$ cat config.mk
export PLATFORM = sky130hd
export DESIGN_NAME = pic_bus_ctrl_seq
export DESIGN_NICKNAME = d
export VERILOG_FILES = /design/src/rtl/pic_ctrl_pkg.sv /design/src/rtl/pic_sync_edge.sv /design/src/rtl/pic_bus_ctrl_seq.sv
export SDC_FILE = /design/constraint.sdc
export NUM_CORES = 1
export LEC_CHECK = 0
export CAP_MARGIN = 0
export CORE_MARGIN = 3
export CORE_UTILIZATION = 53
export CTS_CLUSTER_DIAMETER = 200
export CTS_CLUSTER_SIZE = 14
export DETAILED_ROUTE_END_ITERATION = 10
export PLACE_DENSITY = 0.82
export SYNTH_ARGS = -nofsm -noshare
export SYNTH_HDL_FRONTEND = slang
export SYNTH_SLANG_ARGS = --single-unit
$ cat constraint.sdc
create_clock -name clk -period 2.7 [get_ports clk]
set_clock_uncertainty 0.2 [all_clocks]
set_input_delay 0.675 -clock clk [delete_from_list [all_inputs] [get_ports clk]]
set_output_delay 0.675 -clock clk [all_outputs]
set_load 0.01 [all_outputs]
$ cat src/rtl/pic_ctrl_pkg.sv
// Shared types and constants for the PIC host-bus front end.
//   state_t   : initialisation sequencer states
//   *_SEL etc : bit positions decoded from the captured write word
package pic_ctrl_pkg;

    typedef enum logic [2:0] {
        UNINIT    = 3'd0,
        WAIT_ICW2 = 3'd1,
        WAIT_ICW3 = 3'd2,
        WAIT_ICW4 = 3'd3,
        READY     = 3'd4
    } state_t;

    localparam int ICW1_SEL = 4;   // A1=0 with this bit set is always ICW1
    localparam int OCW3_SEL = 3;   // A1=0, bit4=0: selects OCW3 over OCW2
    localparam int SNGL     = 1;   // ICW1: single (no cascade) mode
    localparam int IC4      = 0;   // ICW1: ICW4 will follow

endpackage

$ cat src/rtl/pic_sync_edge.sv
// Synchroniser and edge detector for one active-low strobe qualified by
// an active-low chip select.
//   clk, reset          : core clock, synchronous active-high reset
//   i_cs_n, i_stb_n     : raw pins (active low)
//   o_level             : synchronised (~cs & ~stb)
//   o_rise / o_fall     : single-cycle pulses on level edges
module pic_sync_edge #(
    parameter int SYNC_STAGES = 2
) (
    input  logic clk,
    input  logic reset,
    input  logic i_cs_n,
    input  logic i_stb_n,
    output logic o_level,
    output logic o_rise,
    output logic o_fall
);

    logic w_cs_n;
    logic w_stb_n;
    logic r_prev;

    generate
        if (SYNC_STAGES == 0) begin : g_bypass
            assign w_cs_n  = i_cs_n;
            assign w_stb_n = i_stb_n;
        end else begin : g_sync
            logic [SYNC_STAGES-1:0] r_cs_q;
            logic [SYNC_STAGES-1:0] r_stb_q;
            // Flops reset to the inactive (high) pin level so nothing is
            // seen as active while the chain refills.
            always_ff @(posedge clk) begin
                if (reset) begin
                    r_cs_q  <= '1;
                    r_stb_q <= '1;
                end else begin
                    r_cs_q[0]  <= i_cs_n;
                    r_stb_q[0] <= i_stb_n;
                    for (int i = 1; i < SYNC_STAGES; i++) begin
                        r_cs_q[i]  <= r_cs_q[i-1];
                        r_stb_q[i] <= r_stb_q[i-1];
                    end
                end
            end
            assign w_cs_n  = r_cs_q[SYNC_STAGES-1];
            assign w_stb_n = r_stb_q[SYNC_STAGES-1];
        end
    endgenerate

    assign o_level = ~w_cs_n & ~w_stb_n;

    always_ff @(posedge clk) begin
        if (reset) r_prev <= 1'b0;
        else       r_prev <= o_level;
    end

    assign o_rise = o_level & ~r_prev;
    assign o_fall = ~o_level & r_prev;

endmodule

$ cat src/rtl/pic_bus_ctrl_seq.sv
// Host-bus front end for the PIC core: synchronises the host pins, captures
// write data, commits each write on its trailing edge as one ICW/OCW pulse
// and tracks the ICW1->ICW2->[ICW3]->[ICW4] initialisation sequence.
//   clk, reset               : core clock, synchronous active-high reset
//   CS, rd_enable, wr_enable : host strobes (active low)
//   A1, bi_data_bus          : register select and write data
//   internal_bus             : last captured write word
//   write_ICW_1..4, OCW1..3  : single-cycle accept pulses
//   read, read_start         : read level (blocked during writes) and its start pulse
//   init_done                : sequencer is READY
//   single_mode, icw4_needed : SNGL / IC4 latched from ICW1
//   seq_err                  : ignored write, or RD/WR overlap entry
module pic_bus_ctrl_seq
    import pic_ctrl_pkg::*;
#(
    parameter int DATA_WIDTH  = 8,
    parameter int SYNC_STAGES = 2
) (
    input  logic                  clk,
    input  logic                  reset,
    input  logic                  CS,
    input  logic                  rd_enable,
    input  logic                  wr_enable,
    input  logic                  A1,
    input  logic [DATA_WIDTH-1:0] bi_data_bus,
    output logic [DATA_WIDTH-1:0] internal_bus,
    output logic                  write_ICW_1,
    output logic                  write_ICW_2,
    output logic                  write_ICW_3,
    output logic                  write_ICW_4,
    output logic                  write_OCW1,
    output logic                  write_OCW2,
    output logic                  write_OCW3,
    output logic                  read,
    output logic                  read_start,
    output logic                  init_done,
    output logic                  single_mode,
    output logic                  icw4_needed,
    output logic                  seq_err
);

    logic                  w_wr_act, w_wr_rise, w_wr_fall;
    logic                  w_rd_act, w_rd_rise, w_rd_fall;
    logic [DATA_WIDTH-1:0] w_s_data;
    logic                  w_s_a1;
    logic                  w_read_rise;
    logic                  w_overlap_entry;
    logic                  r_a1;
    state_t                r_state;

    pic_sync_edge #(.SYNC_STAGES(SYNC_STAGES)) u_wr_sync (
        .clk(clk), .reset(reset), .i_cs_n(CS), .i_stb_n(wr_enable),
        .o_level(w_wr_act), .o_rise(w_wr_rise), .o_fall(w_wr_fall)
    );

    pic_sync_edge #(.SYNC_STAGES(SYNC_STAGES)) u_rd_sync (
        .clk(clk), .reset(reset), .i_cs_n(CS), .i_stb_n(rd_enable),
        .o_level(w_rd_act), .o_rise(w_rd_rise), .o_fall(w_rd_fall)
    );

    // A1 and data take the same number of stages as the strobes so the
    // captured word lines up with the synchronised write window.
    generate
        if (SYNC_STAGES == 0) begin : g_pay_bypass
            assign w_s_data = bi_data_bus;
            assign w_s_a1   = A1;
        end else begin : g_pay_sync
            logic [SYNC_STAGES-1:0][DATA_WIDTH:0] r_pay_q;
            always_ff @(posedge clk) begin
                if (reset) begin
                    r_pay_q <= '0;
                end else begin
                    r_pay_q[0] <= {A1, bi_data_bus};
                    for (int i = 1; i < SYNC_STAGES; i++)
                        r_pay_q[i] <= r_pay_q[i-1];
                end
            end
            assign w_s_data = r_pay_q[SYNC_STAGES-1][DATA_WIDTH-1:0];
            assign w_s_a1   = r_pay_q[SYNC_STAGES-1][DATA_WIDTH];
        end
    endgenerate

    // read = rd_act & ~wr_act, expressed through edges so it can be kept
    // as a set/clear flop: it rises when RD starts outside a write or when
    // a write ends under an active RD.
    assign w_read_rise     = (w_rd_rise & ~w_wr_act) | (w_rd_act & w_wr_fall);
    assign w_overlap_entry = (w_wr_rise & w_rd_act) | (w_rd_rise & w_wr_act);

    always_ff @(posedge clk) begin
        if (reset) begin
            r_state      <= UNINIT;
            r_a1         <= 1'b0;
            internal_bus <= '0;
            write_ICW_1  <= 1'b0;
            write_ICW_2  <= 1'b0;
            write_ICW_3  <= 1'b0;
            write_ICW_4  <= 1'b0;
            write_OCW1   <= 1'b0;
            write_OCW2   <= 1'b0;
            write_OCW3   <= 1'b0;
            read         <= 1'b0;
            read_start   <= 1'b0;
            init_done    <= 1'b0;
            single_mode  <= 1'b0;
            icw4_needed  <= 1'b0;
            seq_err      <= 1'b0;
        end else begin
            write_ICW_1 <= 1'b0;
            write_ICW_2 <= 1'b0;
            write_ICW_3 <= 1'b0;
            write_ICW_4 <= 1'b0;
            write_OCW1  <= 1'b0;
            write_OCW2  <= 1'b0;
            write_OCW3  <= 1'b0;
            seq_err     <= w_overlap_entry;
            read_start  <= w_read_rise;
            // Follows the state one clock later, so it rises the cycle after
            // the final ICW pulse; ICW1 below clears it immediately.
            init_done   <= (r_state == READY);

            if (w_read_rise)                          read <= 1'b1;
            else if (w_rd_fall | (w_wr_rise & w_rd_act)) read <= 1'b0;

            if (w_wr_act) begin
                internal_bus <= w_s_data;
                r_a1         <= w_s_a1;
            end

            // Trailing edge of the write window (WR or CS released).
            if (w_wr_fall) begin
                if (!r_a1 && internal_bus[ICW1_SEL]) begin
                    write_ICW_1 <= 1'b1;
                    single_mode <= internal_bus[SNGL];
                    icw4_needed <= internal_bus[IC4];
                    init_done   <= 1'b0;
                    r_state     <= WAIT_ICW2;
                end else if (!r_a1) begin
                    if (r_state == READY) begin
                        if (internal_bus[OCW3_SEL]) write_OCW3 <= 1'b1;
                        else                        write_OCW2 <= 1'b1;
                    end else begin
                        seq_err <= 1'b1;
                    end
                end else begin
                    case (r_state)
                        UNINIT: seq_err <= 1'b1;
                        WAIT_ICW2: begin
                            write_ICW_2 <= 1'b1;
                            if (!single_mode)     r_state <= WAIT_ICW3;
                            else if (icw4_needed) r_state <= WAIT_ICW4;
                            else                  r_state <= READY;
                        end
                        WAIT_ICW3: begin
                            write_ICW_3 <= 1'b1;
                            r_state     <= icw4_needed ? WAIT_ICW4 : READY;
                        end
                        WAIT_ICW4: begin
                            write_ICW_4 <= 1'b1;
                            r_state     <= READY;
                        end
                        READY:   write_OCW1 <= 1'b1;
                        default: r_state <= UNINIT;
                    endcase
                end
            end
        end
    end

endmodule

=== Yosys cells after proc, flatten, opt, wreduce, memory -nomap -nowiden ===
Index checks and enable logic that the tools add are counted.

* Register bits after elaboration: 53
* Memory bits (read-only): 0
* Input bits: 14
* Bits in writable memories: 0
* Memories: 0
* Latch bits: 0
* Output and inout port bits: 21
* Word-level logic and storage cells: 85

* Bitwise logic cells: 24
* Magnitude comparators: 0
* Equality and inequality tests: 5
* Reductions and logical operators: 11
* Shift-type cells: 0
* Multipliers: 0
* $add $sub $neg: 0
* Div/mod/pow operators: 0
* Multiplexer cells: 21

{| class="wikitable"
|+ Operator list
! operator !! number
|-
| $mux W1 || 16
|-
| $mux W3 || 4
|-
| $pmux W3 S4 || 1
|-
| $not A1 Y1 || 11
|-
| $and A1 B1 Y1 || 10
|-
| $eq A3 B2 Y1 const B || 2
|-
| $reduce_or A5 Y1 || 1
|-
| $reduce_bool A2 Y1 || 2
|-
| $reduce_or A2 Y1 || 2
|-
| $reduce_or A4 Y1 || 1
|-
| $eq A3 B1 Y1 const B || 1
|-
| $eq A3 B3 Y1 const B || 1
|-
| $logic_not A3 Y1 || 1
|-
| $or A1 B1 Y1 || 3
|-
| $reduce_and A3 Y1 || 1
|-
| $ne A2 B1 Y1 const B || 1
|-
| $reduce_and A2 Y1 || 1
|-
| $logic_and A1 B1 Y1 || 1
|-
| $logic_not A1 Y1 || 1
|}

=== Longest topological paths before layout ===
Gate-level depths: netlist of the first run.

* Depth in word-level cells: 9
* Gate-level depth with buffers: 5
* Mapped depth without buffers: 3

=== Cells and area by module ===
Synthesis of the first run repeated with hierarchy kept, for this count alone.

* Cells, all modules: 164
* Area, all modules: 1,780.5 um2

{| class="wikitable"
|+ By module, submodules not included
! module !! instances !! area an instance (um2) !! seq. area each (um2) !! cells an instance
|-
| pic_bus_ctrl_seq || 1 || 1,487.7 || 860.8 || 138
|-
| pic_sync_edge || 2 || 146.4 || 100.1 || 13
|}

=== Worst setup path after synthesis of the first run ===
No wires, ideal clock.

* Path kind: in2reg
* From: in reset
* To: reg u_rd_sync.g_sync.r_stb_q[0]
* Cell stages on the path: 3
* Path slack: 1.042 ns
* Required time: 2.377 ns
* Arrival time: 1.334 ns
* Cell sequence: clkbuf_1 clkbuf_1 or2_2

{| class="wikitable"
|+ RTL lines
! what !! line !! text
|-
| start: declaration || pic_bus_ctrl_seq.sv:20 || <nowiki>input logic reset,</nowiki>
|-
| end signal: assignment || pic_sync_edge.sv:38 || <nowiki>r_stb_q[0] <= i_stb_n;</nowiki>
|-
| end signal: indexed assignment || pic_sync_edge.sv:41 || <nowiki>r_stb_q[i] <= r_stb_q[i-1];</nowiki>
|-
| end: declaration || pic_sync_edge.sv:29 || <nowiki>logic [SYNC_STAGES-1:0] r_stb_q;</nowiki>
|}

No word-level cell between the ends.

=== Final worst setup path of the first run ===
* From: reg internal_bus[4]
* To: out internal_bus[4]

{| class="wikitable"
|+ RTL lines
! what !! line !! text
|-
| start: declaration || pic_bus_ctrl_seq.sv:26 || <nowiki>output logic [DATA_WIDTH-1:0] internal_bus,</nowiki>
|-
| start signal: assignment || pic_bus_ctrl_seq.sv:125 || <nowiki>internal_bus <= w_s_data;</nowiki>
|}

No word-level cell between the ends.

==> reports/summary.txt, run 1 <==
critical path launch point type -> flop
P_sw -> 0.2413 mW
remaining global-route overflow -> 0
fin crit share -> 84.49%
most frequent cells in the layout -> 51 x dfxtp_1, 34 x clkdlybuf4s50_1, 21 x nor2b_1, 19 x nand2_1, 14 x a21oi_1
FF+latch count, synth -> 51
Synth Flop Type -> dfxtp_1
cell count after synthesis -> 173
final hold vios -> 0
synth top area cells -> dfxtp_1 60%, nor2b_1 7.7%, nand2_1 4.2%
clock transition at the registers of the reported paths -> 0.13 ns
Starting Density -> 58.49%
switching part of the total -> 19.61%
CP max stage cell -> clkdlybuf4s50_1
Detail Route Antenna Nets -> 0
Finish-stage setup viols -> 0
CTS tree -> done
# diodes -> 0
synthesized area -> 1710 sq um
initial antenna violation count -> 0
crit path time final -> 2.281 ns
synth unique cells -> 33
share of post-route cells with drive strength above 1 -> 9.223%
RSZ-0062 raised after global routing -> no
number of global-route vias before repair -> 1237
Hold/Removal Path Class -> reg -> reg
vias -> 1264
Max stage delay on crit path -> 0.58 ns
Post-CTS Setup Inserts -> 0
run status -> completed
hpwl dp -> 2145 um
Ys Warns -> 0
port bufs -> 34
largest net degree at the start of global routing -> 31
CP delay by family, top -> buffers and inverters
Post-synth EDFFs -> 0
io pins -> 35
Bufs on Longest Clock Path -> 2
Mapped Nets -> 187
Place WS -> 0.5575 ns
DIE HEIGHT -> 62.81 um
post_cts resized -> 0
hold-fix buffer count after cts -> 0
Final Wtd Congestion -> 0.9165
Comb power frac -> 3.7%
Filler Cell Count -> 221
FMAX -> 0.4384 GHz
Critical Path, Cell by Cell -> clkdlybuf4s50_1
routed vias/inst -> 5.097
top-area cell type share of the netlist area -> 59.69%
Worst Tran Pin Value -> 0.5262 ns
Int Pwr -> 0.9887 mW
WP data arrival -> 1.41 ns
NumNets Final -> 220
# DRC -> 0
first-pass GRT wire length -> 5292 um
DRT Pass-1 Iters -> 4
Reg power frac -> 63.2%
register area share after synthesis -> 59.69%
CTS Buf Count -> 5
CTS HTree Levels -> 2
final WL -> 2997 um
CP max FO -> 6
Worst Path Buf+Inv -> 1
CTS Sinks -> 51
Core Region -> 2924 sq um
Clock Power Share -> 33.1%
DR WL/cell -> 12.08 um
Avg Inst Size Synth -> 9.887 sq um
crit path capture type -> primary output
Die Area -> 3945 sq um
detailed router's first-iteration violation count -> 93
Std-Cell Rows -> 19
power per cell area -> 572.5 nW/um^2
total track usage -> 17.06%
most common cell after layout, fill and taps aside -> dfxtp_1
Area Growth Syn to Fin -> 25.60%
Yosys top cell by area -> dfxtp_1
Pleak -> 0.7536 nW
fraction of registers with async set/reset -> 0%
clock latency on the worst-skew pair -> 0.36 ns
number of max-cap violations -> 0
Root Driver -> clkbuf_4
Slew Limit Fails -> 0
WP data required -> 1.82 ns
WS Path Type -> reg -> out
final setup TNS -> 0 ns
Max VDD drop -> 402.5 uV
Die X-Extent -> 62.81 um
setup ws final -> 0.4188 ns
Relative slew margins -> 64.79%
## logic make-up after synthesis
kind of cell    after synthesis  synth area share, %
xor+xnor                      1               0.5122
flops                        51                59.69
compound gates               30                10.83
buf+inv                      11                2.853
simple gates                 79                25.46
mux                           1               0.6583
## per-layer routing
| metal | up-vias | GRT usage [%] | part of all wire, % |
|---|---|---|---|
| met3 | 5 | 5.935 | 5.8 |
| met2 | 40 | 29.96 | 50 |
| li1 | 640 | - | - |
| met5 | - | 0 | 0 |
| met4 | 0 | 9.642 | 2.0 |
| met1 | 579 | 17.53 | 42 |
## power by group through the flow
| stage | Clock [mW] | Sequential [mW] | Combinational, mW |
|---|---|---|---|
| floorplan | 0 | 0.790 | 0.0252 |
| global route | 0.450 | 0.779 | 0.0507 |
| CTS | 0.420 | 0.777 | 0.0462 |
| global placement | 0 | 0.793 | 0.0440 |
| detailed placement | 0 | 0.794 | 0.0461 |
| finish | 0.407 | 0.777 | 0.0454 |
## path summary, 6_finish.rpt
check                                   from                          to  slack, ns  cells after the start
hold / removal    u_wr_sync.g_sync.r_cs_q[0]  u_wr_sync.g_sync.r_cs_q[1]       0.23                      1
hold reg to reg   u_wr_sync.g_sync.r_cs_q[0]  u_wr_sync.g_sync.r_cs_q[1]       0.23                      1
setup reg to reg                  r_state[0]                  write_OCW2       1.05                      3
setup / recovery             internal_bus[4]             internal_bus[4]       0.42                      1
## per-stage QoR
stage               hold WS, ns  utilization (%)  total power, mW  instances  instance area, sq um
global placement         0.1929            70.90           0.8367        241                  2073
finish                   0.2318            73.47            1.230        248                  2148
global route             0.2475            73.47            1.280        248                  2148
floorplan                0.1895                -           0.8153        173                  1710
detailed placement       0.2018            70.90           0.8400        241                  2073
CTS                      0.2330            73.47            1.243        248                  2148
## cells in the mapped netlist (all sizes together), types with 2 or more instances
library cell,number
dfxtp,51
nor2b,21
nand2,19
a21oi,14
nor2,8
or2,7
clkbuf,6
o21ai,5
buf,4
nand2b,4
nor3,4
a211oi,3
and3,3
nor4,3
o211ai,3
and3b,2
nand3,2
nor3b,2
## state kept, by name (all words and copies together) (netlist names), 2 cells and up
signal,flops
u_rd_sync.g_sync.r_stb_q,2
r_state,3
internal_bus,8
u_wr_sync.g_sync.r_cs_q,2
u_wr_sync.g_sync.r_stb_q,2
g_pay_sync.r_pay_q,18
## area by class of cell
cell class / instances / area [sq um] / share of cell area (%)
flip-flops and latches: 51 / 1021 / 47.52
multi-input cells: 111 / 640.6 / 29.82
repair buffers: 36 / 355.3 / 16.54
well taps: 42 / 52.55 / 2.446
clock buffers: 5 / 37.54 / 1.747
clock inverters: 2 / 37.54 / 1.747
inverters: 1 / 3.754 / 0.1747
Note: power is estimated with default switching activity, not from simulation.
==> inputs of run 2 (changes only) <==
- CORE_UTILIZATION: 53 -> 44
- PLACE_DENSITY: 0.82 -> 0.73
- clock period: 2.7 -> 1.9 ns (I/O delays scaled with it)
==> run 2 against run 1 <==
Against the previous run:
- first-iteration DRC count is 6.5% higher
- highest routed layer unchanged
- count of clock-buffer cells in the layout is 2 higher
- sequential power is 42% higher
- die area is 18% higher
- non-clock buffer count is 2 higher
- worst setup slack worse by 0.36 ns
==> reports/summary.txt, run 2 (synthesis gave the netlist of run 1 again) <==
io pins -> 35
total track usage -> 14.86%
final setup TNS -> 0 ns
FMAX -> 0.5430 GHz
CTS tree -> done
# DRC -> 0
max reg flops -> 18
Die X-Extent -> 68.35 um
most common cell after layout, fill and taps aside -> dfxtp_1
Starting Density -> 46.03%
Std-Cell Rows -> 22
CP max FO -> 2
clock latency on the worst-skew pair -> 0.29 ns
Pleak -> 0.8408 nW
Worst Path Buf+Inv -> 1
Hold/Removal Path Class -> reg -> reg
CP delay by family, top -> buffers and inverters
power per cell area -> 795.3 nW/um^2
remaining global-route overflow -> 0
# diodes -> 0
Biggest register -> g_pay_sync.r_pay_q
number of global-route vias before repair -> 1214
share of post-route cells with drive strength above 1 -> 10.53%
Slew Limit Fails -> 0
Worst setup startpoint -> internal_bus[2]
most frequent cells in the layout -> 49 x dfxtp_1, 26 x clkdlybuf4s50_1, 21 x nor2b_1, 19 x nand2_1, 14 x a21oi_1
number of max-cap violations -> 0
vias -> 1249
Overall Power -> 1.741 mW
WP data arrival -> 1.17 ns
port bufs -> 34
Finish-stage setup viols -> 0
crit path capture type -> primary output
Max VDD drop -> 535.8 uV
first-pass GRT wire length -> 5140 um
Bufs on Longest Clock Path -> 2
Relative slew margins -> 65.05%
final core utilization -> 58.92%
CTS Buf Count -> 5
NumNets Final -> 222
hpwl dp -> 2115 um
DIE HEIGHT -> 68.35 um
crit path time final -> 1.842 ns
Area Growth Syn to Fin -> 28.02%
Root Driver -> clkbuf_8
Crit Reg-Reg Startpoint -> r_state[1]
Die Area -> 4671 sq um
detailed router's first-iteration violation count -> 99
DRT Pass-1 Iters -> 4
hold_sp -> u_rd_sync.g_sync.r_stb_q[0]
critical path launch point type -> flop
fin crit share -> 96.92%
Detail Route Antenna Nets -> 0
Post-CTS Setup Inserts -> 0
post_cts resized -> 8
CTS Sinks -> 51
largest net degree at the start of global routing -> 35
initial antenna violation count -> 0
clock transition at the registers of the reported paths -> 0.08 ns
RSZ-0062 raised after global routing -> no
WS Path Type -> reg -> out
CP max stage cell -> clkdlybuf4s50_1
WP data required -> 1.22 ns
hold-fix buffer count after cts -> 0
Final Wtd Congestion -> 0.8715
run status -> completed
CTS HTree Levels -> 2
final hold vios -> 0
Critical Path, Cell by Cell -> clkdlybuf4s50_1
top flop regs -> g_pay_sync.r_pay_q x18, internal_bus x8, r_state x3
Core Region -> 3716 sq um
Worst Tran Pin Value -> 0.5223 ns
Max stage delay on crit path -> 0.54 ns
final WL -> 2925 um
routed vias/inst -> 4.860
DR WL/cell -> 11.38 um
==> run 2: cell count changes in the layout (fill, tap and decap cells not counted), moves of 5 or more <==
cell,change
clkbuf_4,-5
dlygate4sd2_1,+6
clkbuf_8,+5
clkdlybuf4s50_1,-8
==> run 2: routing by layer <==
metal	track usage [%]	wire length, um	vias up	share of wire (%)
li1	-	-	644	-
met1	15.44	1196	566	41
met2	26.47	1493	35	51
met3	5.747	199	4	6.8
met4	6.203	36	0	1.2
met5	0	0	-	0
==> run 2: final timing paths <==
| check | to | slack, ns | depth (start not counted) |
|---|---|---|---|
| setup / recovery | internal_bus[2] | 0.06 | 1 |
| hold / removal | u_rd_sync.g_sync.r_stb_q[1] | 0.21 | 1 |
| setup reg to reg | write_OCW2 | 0.26 | 3 |
| hold reg to reg | u_rd_sync.g_sync.r_stb_q[1] | 0.21 | 1 |
==> run 2: power by group <==
group / switching, mW / internal [mW]
registers: 0.0102 / 1.09
logic: 0.0244 / 0.0451
clock network: 0.311 / 0.258
==> run 2: layout make-up <==
cell class	count	area, sq um
fill	343	1526
sequential	51	1023
multi-input combinational	111	640.6
timing repair buffer	38	380.4
clock buffer	7	76.32
tap	48	60.06
clock inverter	1	5.005
inverter	1	3.754
==> run 2: through the flow <==
| stage | instances | instance area (sq um) | worst slack, ns | hold slack (ns) |
|---|---|---|---|---|
| finish | 257 | 2190 | 0.05845 | 0.2109 |
| global route | 257 | 2190 | 0.01659 | 0.2317 |
| CTS | 257 | 2185 | 0.007263 | 0.2165 |
| detailed placement | 249 | 2108 | 0.07704 | 0.1964 |
| global placement | 249 | 2108 | 0.1173 | 0.1940 |
| floorplan | 173 | 1710 | 0.4423 | 0.1895 |
